<file path="config.mk">
export PLATFORM = sky130hd
export DESIGN_NAME = mig_app_arbiter
export DESIGN_NICKNAME = d
export VERILOG_FILES = /design/src/rtl/mig_arb_pkg.sv /design/src/rtl/mig_arb_owner_fifo.sv /design/src/rtl/mig_app_arbiter.sv
export SDC_FILE = /design/constraint.sdc
export NUM_CORES = 1
export LEC_CHECK = 0
export CAP_MARGIN = 20
export CELL_PAD_IN_SITES_DETAIL_PLACEMENT = 0
export CELL_PAD_IN_SITES_GLOBAL_PLACEMENT = 1
export CORE_AREA = 2 2 646 648
export DETAILED_ROUTE_END_ITERATION = 10
export DIE_AREA = 0 0 648 650
export GPL_TIMING_DRIVEN = 0
export HOLD_SLACK_MARGIN = 0.12
export PLACE_DENSITY = 0.33
export SLEW_MARGIN = 20
export SYNTH_ARGS = -nofsm -noshare
export SYNTH_HDL_FRONTEND = slang
export SYNTH_SLANG_ARGS = --single-unit
</file>
<file path="constraint.sdc">
create_clock -name ui_clk -period 3.5 [get_ports ui_clk]
set_clock_uncertainty 0.2 [all_clocks]
set_input_delay 1.05 -clock ui_clk [delete_from_list [all_inputs] [get_ports ui_clk]]
set_output_delay 1.05 -clock ui_clk [all_outputs]
set_load 0.01 [all_outputs]
</file>
<file path="src/rtl/mig_arb_pkg.sv">
// rtl/mig_arb_pkg.sv - shared command codes, FSM states and owner id type for the MIG app arbiter
package mig_arb_pkg;

  localparam logic [2:0] CMD_WRITE = 3'b000;
  localparam logic [2:0] CMD_READ  = 3'b001;

  typedef enum logic [1:0] {
    IDLE  = 2'd0,
    ISSUE = 2'd1,
    ACK   = 2'd2
  } state_t;

  // Which requester issued a read; port 0 or port 1.
  typedef logic owner_t;

endpackage

</file>
<file path="src/rtl/mig_arb_owner_fifo.sv">
// rtl/mig_arb_owner_fifo.sv - in-order FIFO of read owner ids, one entry per outstanding read
module mig_arb_owner_fifo
  import mig_arb_pkg::*;
#(
  parameter int DEPTH = 4
) (
  input  logic   clk_i,
  input  logic   rst_i,
  input  logic   push_i,
  input  owner_t push_id_i,
  input  logic   pop_i,
  output owner_t pop_id_o,
  output logic   full_o,
  output logic   empty_o
);

  localparam int PW = $clog2(DEPTH);

  owner_t          mem_q [DEPTH];
  logic [PW-1:0]   wr_ptr_q;
  logic [PW-1:0]   rd_ptr_q;
  logic [PW:0]     count_q;
  logic            do_push;
  logic            do_pop;

  assign full_o   = (count_q == (PW+1)'(DEPTH));
  assign empty_o  = (count_q == '0);
  assign pop_id_o = mem_q[rd_ptr_q];

  // A push into a full FIFO or a pop from an empty one is dropped; both
  // in the same cycle leave the count unchanged.
  assign do_push = push_i & ~full_o;
  assign do_pop  = pop_i & ~empty_o;

  // Storage needs no reset: entries are only read below the count.
  always_ff @(posedge clk_i) begin
    if (do_push) mem_q[wr_ptr_q] <= push_id_i;
  end

  // Pointers and occupancy; reset flushes all outstanding owners.
  always_ff @(posedge clk_i) begin
    if (rst_i) begin
      wr_ptr_q <= '0;
      rd_ptr_q <= '0;
      count_q  <= '0;
    end else begin
      if (do_push) wr_ptr_q <= wr_ptr_q + PW'(1);
      if (do_pop)  rd_ptr_q <= rd_ptr_q + PW'(1);
      case ({do_push, do_pop})
        2'b10:   count_q <= count_q + (PW+1)'(1);
        2'b01:   count_q <= count_q - (PW+1)'(1);
        default: count_q <= count_q;
      endcase
    end
  end

endmodule

</file>
<file path="src/rtl/mig_app_arbiter.sv">
// rtl/mig_app_arbiter.sv - two-port arbiter/sequencer for the MIG 7-series app interface; MIG_ARB_RR_EN selects round-robin
module mig_app_arbiter
  import mig_arb_pkg::*;
#(
  parameter int ADDR_W   = 28,
  parameter int DATA_W   = 256,
  parameter int RD_DEPTH = 4
) (
  input  logic                ui_clk,
  input  logic                ui_clk_sync_rst,
  input  logic                calib_done,
  input  logic                p0_req,
  input  logic                p0_we,
  input  logic [ADDR_W-1:0]   p0_addr,
  input  logic [DATA_W-1:0]   p0_wdata,
  output logic                p0_ack,
  output logic                p0_rvalid,
  output logic [DATA_W-1:0]   p0_rdata,
  input  logic                p1_req,
  input  logic                p1_we,
  input  logic [ADDR_W-1:0]   p1_addr,
  input  logic [DATA_W-1:0]   p1_wdata,
  output logic                p1_ack,
  output logic                p1_rvalid,
  output logic [DATA_W-1:0]   p1_rdata,
  output logic [ADDR_W-1:0]   app_addr,
  output logic [2:0]          app_cmd,
  output logic                app_en,
  output logic [DATA_W-1:0]   app_wdf_data,
  output logic                app_wdf_wren,
  output logic                app_wdf_end,
  output logic [DATA_W/8-1:0] app_wdf_mask,
  input  logic                app_rdy,
  input  logic                app_wdf_rdy,
  input  logic [DATA_W-1:0]   app_rd_data,
  input  logic                app_rd_data_valid,
  output logic                rd_err
);

  state_t              state_q, state_d;
  owner_t              gnt_q, gnt_d;
  logic                app_en_q, app_en_d;
  logic                wren_q, wren_d;
  logic [ADDR_W-1:0]   addr_q, addr_d;
  logic [2:0]          cmd_q, cmd_d;
  logic [DATA_W-1:0]   wdata_q, wdata_d;
  logic                ack0_q, ack0_d;
  logic                ack1_q, ack1_d;
  logic                rvalid0_q, rvalid1_q;
  logic [DATA_W-1:0]   rdata_q;
  logic                rd_err_q;

  logic                fifo_push;
  logic                fifo_full;
  logic                fifo_empty;
  owner_t              fifo_pop_id;
  logic                elig0, elig1;
  logic                pick1;
  logic                sel_we;

  // Reads need a free owner slot; writes never return data.
  assign elig0 = p0_req & (p0_we | ~fifo_full);
  assign elig1 = p1_req & (p1_we | ~fifo_full);

`ifdef MIG_ARB_RR_EN
  owner_t last_q;

  // Last port granted; starts at port 1 so port 0 wins the first tie.
  always_ff @(posedge ui_clk) begin
    if (ui_clk_sync_rst)    last_q <= 1'b1;
    else if (state_q == ACK) last_q <= gnt_q;
  end

  assign pick1 = elig1 & (~elig0 | ~last_q);
`else
  assign pick1 = elig1 & ~elig0;
`endif

  assign sel_we = pick1 ? p1_we : p0_we;

  // Grant, then wait for the command and write-data handshakes independently.
  always_comb begin
    state_d   = state_q;
    gnt_d     = gnt_q;
    app_en_d  = app_en_q;
    wren_d    = wren_q;
    addr_d    = addr_q;
    cmd_d     = cmd_q;
    wdata_d   = wdata_q;
    ack0_d    = 1'b0;
    ack1_d    = 1'b0;
    fifo_push = 1'b0;
    case (state_q)
      IDLE: begin
        if (calib_done & (elig0 | elig1)) begin
          gnt_d    = pick1;
          addr_d   = pick1 ? p1_addr : p0_addr;
          wdata_d  = pick1 ? p1_wdata : p0_wdata;
          cmd_d    = sel_we ? CMD_WRITE : CMD_READ;
          app_en_d = 1'b1;
          wren_d   = sel_we;
          state_d  = ISSUE;
        end
      end
      ISSUE: begin
        if (app_en_q & app_rdy) begin
          app_en_d  = 1'b0;
          fifo_push = (cmd_q == CMD_READ);
        end
        if (wren_q & app_wdf_rdy) wren_d = 1'b0;
        if ((~app_en_q | app_rdy) & (~wren_q | app_wdf_rdy)) begin
          ack0_d  = ~gnt_q;
          ack1_d  = gnt_q;
          state_d = ACK;
        end
      end
      ACK:     state_d = IDLE;
      default: state_d = IDLE;
    endcase
  end

  // Command-side registers; reset drops any command in flight.
  always_ff @(posedge ui_clk) begin
    if (ui_clk_sync_rst) begin
      state_q  <= IDLE;
      gnt_q    <= 1'b0;
      app_en_q <= 1'b0;
      wren_q   <= 1'b0;
      addr_q   <= '0;
      cmd_q    <= '0;
      wdata_q  <= '0;
      ack0_q   <= 1'b0;
      ack1_q   <= 1'b0;
    end else begin
      state_q  <= state_d;
      gnt_q    <= gnt_d;
      app_en_q <= app_en_d;
      wren_q   <= wren_d;
      addr_q   <= addr_d;
      cmd_q    <= cmd_d;
      wdata_q  <= wdata_d;
      ack0_q   <= ack0_d;
      ack1_q   <= ack1_d;
    end
  end

  mig_arb_owner_fifo #(
    .DEPTH (RD_DEPTH)
  ) u_owner_fifo (
    .clk_i     (ui_clk),
    .rst_i     (ui_clk_sync_rst),
    .push_i    (fifo_push),
    .push_id_i (gnt_q),
    .pop_i     (app_rd_data_valid),
    .pop_id_o  (fifo_pop_id),
    .full_o    (fifo_full),
    .empty_o   (fifo_empty)
  );

  // Route each read return to its owner; data with no owner is an error.
  always_ff @(posedge ui_clk) begin
    if (ui_clk_sync_rst) begin
      rvalid0_q <= 1'b0;
      rvalid1_q <= 1'b0;
      rdata_q   <= '0;
      rd_err_q  <= 1'b0;
    end else begin
      rvalid0_q <= 1'b0;
      rvalid1_q <= 1'b0;
      if (app_rd_data_valid) begin
        if (fifo_empty) begin
          rd_err_q <= 1'b1;
        end else begin
          rdata_q   <= app_rd_data;
          rvalid0_q <= ~fifo_pop_id;
          rvalid1_q <= fifo_pop_id;
        end
      end
    end
  end

  assign app_addr     = addr_q;
  assign app_cmd      = cmd_q;
  assign app_en       = app_en_q;
  assign app_wdf_data = wdata_q;
  assign app_wdf_wren = wren_q;
  assign app_wdf_end  = 1'b1;
  assign app_wdf_mask = '0;
  assign p0_ack       = ack0_q;
  assign p1_ack       = ack1_q;
  assign p0_rvalid    = rvalid0_q;
  assign p1_rvalid    = rvalid1_q;
  assign p0_rdata     = rdata_q;
  assign p1_rdata     = rdata_q;
  assign rd_err       = rd_err_q;

endmodule

</file>
==> flow_metrics.py <==
metrics = {
    "run_status": {
        "status": "completed",
    },
    "clocking": {
        "insertion_delay_ns": 0.81,
        "clkTransAtPathRegs_ns": 0.06,
        "clk_path_buf_depth": 4,
        "tritoncts": "built",
        "htree_num_levels": 3,
        "cts-root-buf": "clkbuf_16",
        "cts_hold_buf": 0,
        "cts.sinks": 564,
        "cts_made_buffers": 90,
    },
    "global_route": {
        "antenna_found_initial": 189,
        "grt_use_total_pct": 13.6,
        "gr-total-overflow": 0,
        "grt_pass1_wl_mm": 364,
        "grt_pass1_vias": 29100,
        "grt_max_degree": 13,
    },
    "synth": {
        "synth_seq_cells": 564,
        "synth_area_leaders": "dfxtp_1 47%, o221a_1 13%, a21oi_1 11%, buf_4 9.1%, nand2_1 8.1%",
        "syn-cell-area_um2": 24000,
        "async_flop_share_pct": 0,
        "syn_inst": 2772,
        "yosys_warnings": 0,
        "synth_top_cell_by_area": "dfxtp_1",
        "synth_flop_cell": "dfxtp_1",
        "syn_area_per_cell_um2": 8.66,
        "synth_seq_area_share_pct": 47.2,
        "synth_top_area_share_pct": 46.7,
        "synth_edf_count": 4,
        "netlist-cell-type-count": 37,
    },
    "min_path": {
        "hp-class": "reg -> reg",
        "hold_path.startpoint": "rd_err",
        "whs_endpoint": "rd_err",
        "min_delay_path_depth": 2,
    },
    "die": {
        "die_h_um": 650,
        "die_w_um": 648,
        "coreArea_um2": 415000,
        "die-area_um2": 421000,
        "row_count": 237,
        "ios": 1673,
        "start_util_pct": 5.79,
    },
    "worst_setup_path": {
        "crit_type": "in -> reg",
        "crit_path_end_kind": "register",
        "r2r_slack_ns": 0.38,
        "crit_required_ns": 4.02,
        "path_max_fanout": 10,
        "worstPathArrival_ns": 3.94,
        "start_kind": "input pin",
        "reg2reg_to": "u_owner_fifo.count_q[2]",
        "r2r_cells": 11,
        "r2r_start": "u_owner_fifo.count_q[0]",
    },
    "detailed_routing": {
        "post-route-drc-count": 0,
        "vias": 28300,
        "drt_iter0_drc": 1361,
        "avgViaCountPerCell": 2.79,
        "antenna_left": 0,
        "drt-pass1-iter-count": 5,
        "totalWireLength_mm": 298,
        "post_drt_wl_per_cell_um": 29.3,
    },
    "finish": {
        "syn2layout_area_growth_pct": 112,
        "final_common_cell": "clkdlybuf4s50_1",
        "drive_above_1_share_pct": 12.4,
        "design_area_um2": 50800,
        "mostFrequentLayoutCells": "1,580 x clkdlybuf4s50_1, 548 x a21oi_1, 534 x dfxtp_1",
        "nets": 5381,
    },
    "placed_design": {
        "portBuffers": 1636,
        "pre_cts_slack_ns": -1.80,
        "placed_area_um2": 47600,
        "place.gp.congestion": 0.903,
        "dp_hpwl_mm": 266,
    },
    "sta": {
        "hold_ws_ns": 0.274,
        "rsz0062_at_grt": "true",
        "setup_viol": 0,
        "max_freq_ghz": 0.293,
        "hold_viol_final": 0,
        "tightest_slew_ns": 1.05,
        "period_share_pct": 97.6,
        "fin_crit_ns": 3.42,
        "relSlewSlack_pct": 29.8,
        "fin_ws_ns": 0.0831,
        "drv_slew": 0,
    },
    "power_and_ir_drop": {
        "power_mw": 20.8,
        "p_leak_nw": 18.1,
        "powerDensity_nw_per_um2": 409,
        "irDropWorstVdd_v": 0.000312,
    },
    "run": {
        "cap_viol_max_count": 0,
    },
}
## logic make-up after synthesis
kind of cell / count (synthesis) / share of synthesized area [%]
buffers and inverters: 800 / 18.2
and+or+nand+nor: 551 / 8.89
xor gates and xnor gates: 5 / 0.182
DFF: 564 / 47.2
AOI/OAI and AO/OA: 841 / 25.0
muxes: 3 / 0.177
other: 2 / 0.0313
adders and majority gates: 6 / 0.344
## synthesized netlist by cell type, types with 5 or more instances
cell type / number
buf_4: 291
dfxtp_1: 560
buf_6: 30
buf_2: 29
o221a_1: 283
inv_1: 293
clkbuf_1: 151
and2_1: 5
nand2_1: 517
ha_1: 5
a21oi_1: 548
buf_1: 5
nor2_1: 11
## metrics by stage
step | setup TNS [ns] | std cells | util (%)
floorplan | 0 | 2805 | -
global placement | -926.82 | 9938 | 11.4
detailed placement | -492.02 | 9946 | 11.5
CTS | 0 | 10100 | 12.2
global route | -0.00382 | 10100 | 12.2
finish | 0 | 10200 | 12.2
## power by group
part | leakage, nW | internal (mW) | switching [mW]
clock | 1.51 | 5.87 | 3.84
combinational | 12.0 | 2.03 | 1.89
sequential | 4.63 | 6.83 | 0.295
total | 18.1 | 14.7 | 6.03
## worst max path at each step
stage | endpoint | start | slack [ns] | depth (start not counted)
finish | app_wdf_data[108] | calib_done | 0.08 | 8
global route | p0_rdata[200] | app_rd_data_valid | -0.004 | 9
CTS | p1_rdata[190] | p0_rdata[190] | 0.0005 | 2
detailed placement | app_wdf_data[126] | p1_we | -1.80 | 8
global placement | app_wdf_data[132] | calib_done | -3.03 | 8
floorplan | u_owner_fifo.count_q[2] | app_rd_data_valid | 0.42 | 10
## state kept, by name, indices dropped and copies added (netlist names), 2 cells and up, named ones only
| signal | count |
|---|---|
| u_owner_fifo.count_q | 3 |
| state_q | 2 |
| app_wdf_data | 256 |
| u_owner_fifo.rd_ptr_q | 2 |
| app_addr | 28 |
| p0_rdata | 256 |
| u_owner_fifo.mem_q | 4 |
| u_owner_fifo.wr_ptr_q | 2 |
## repair_timing
| action | in CTS | in global routing |
|---|---|---|
| setup endpoints to repair | 375 | 11 |
| cloned | 0 | 0 |
| setup buffers | 0 | 0 |
| resized for setup | 117 | 12 |
## worst max-delay path, cell delays in order
cell             delay [ns]
clkdlybuf4s50_1        0.45
nor3b_1                0.45
o211a_1                0.23
clkbuf_4               0.32
buf_2                  0.46
clkbuf_1               0.49
a21oi_1                0.27
o221a_1                0.17
## layout make-up
type | count | area (um2)
fill | 47600 | 364000
clock buffer | 131 | 2680
timing repair buffer | 1644 | 16500
tap | 5497 | 6880
multi-input combinational | 1441 | 8440
antenna | 53 | 133
buffer | 506 | 3320
clock inverter | 27 | 382
sequential | 564 | 11400
inverter | 294 | 1100
## layer usage
metal	GRT usage (%)	vias up	wire length (um)
li1	-	12700	-
met1	13.1	13700	100000
met2	26.8	1339	164000
met3	4.69	432	23900
met4	3.94	62	9290
met5	0	-	414
No activity file was read; power rests on OpenSTA's default activity.
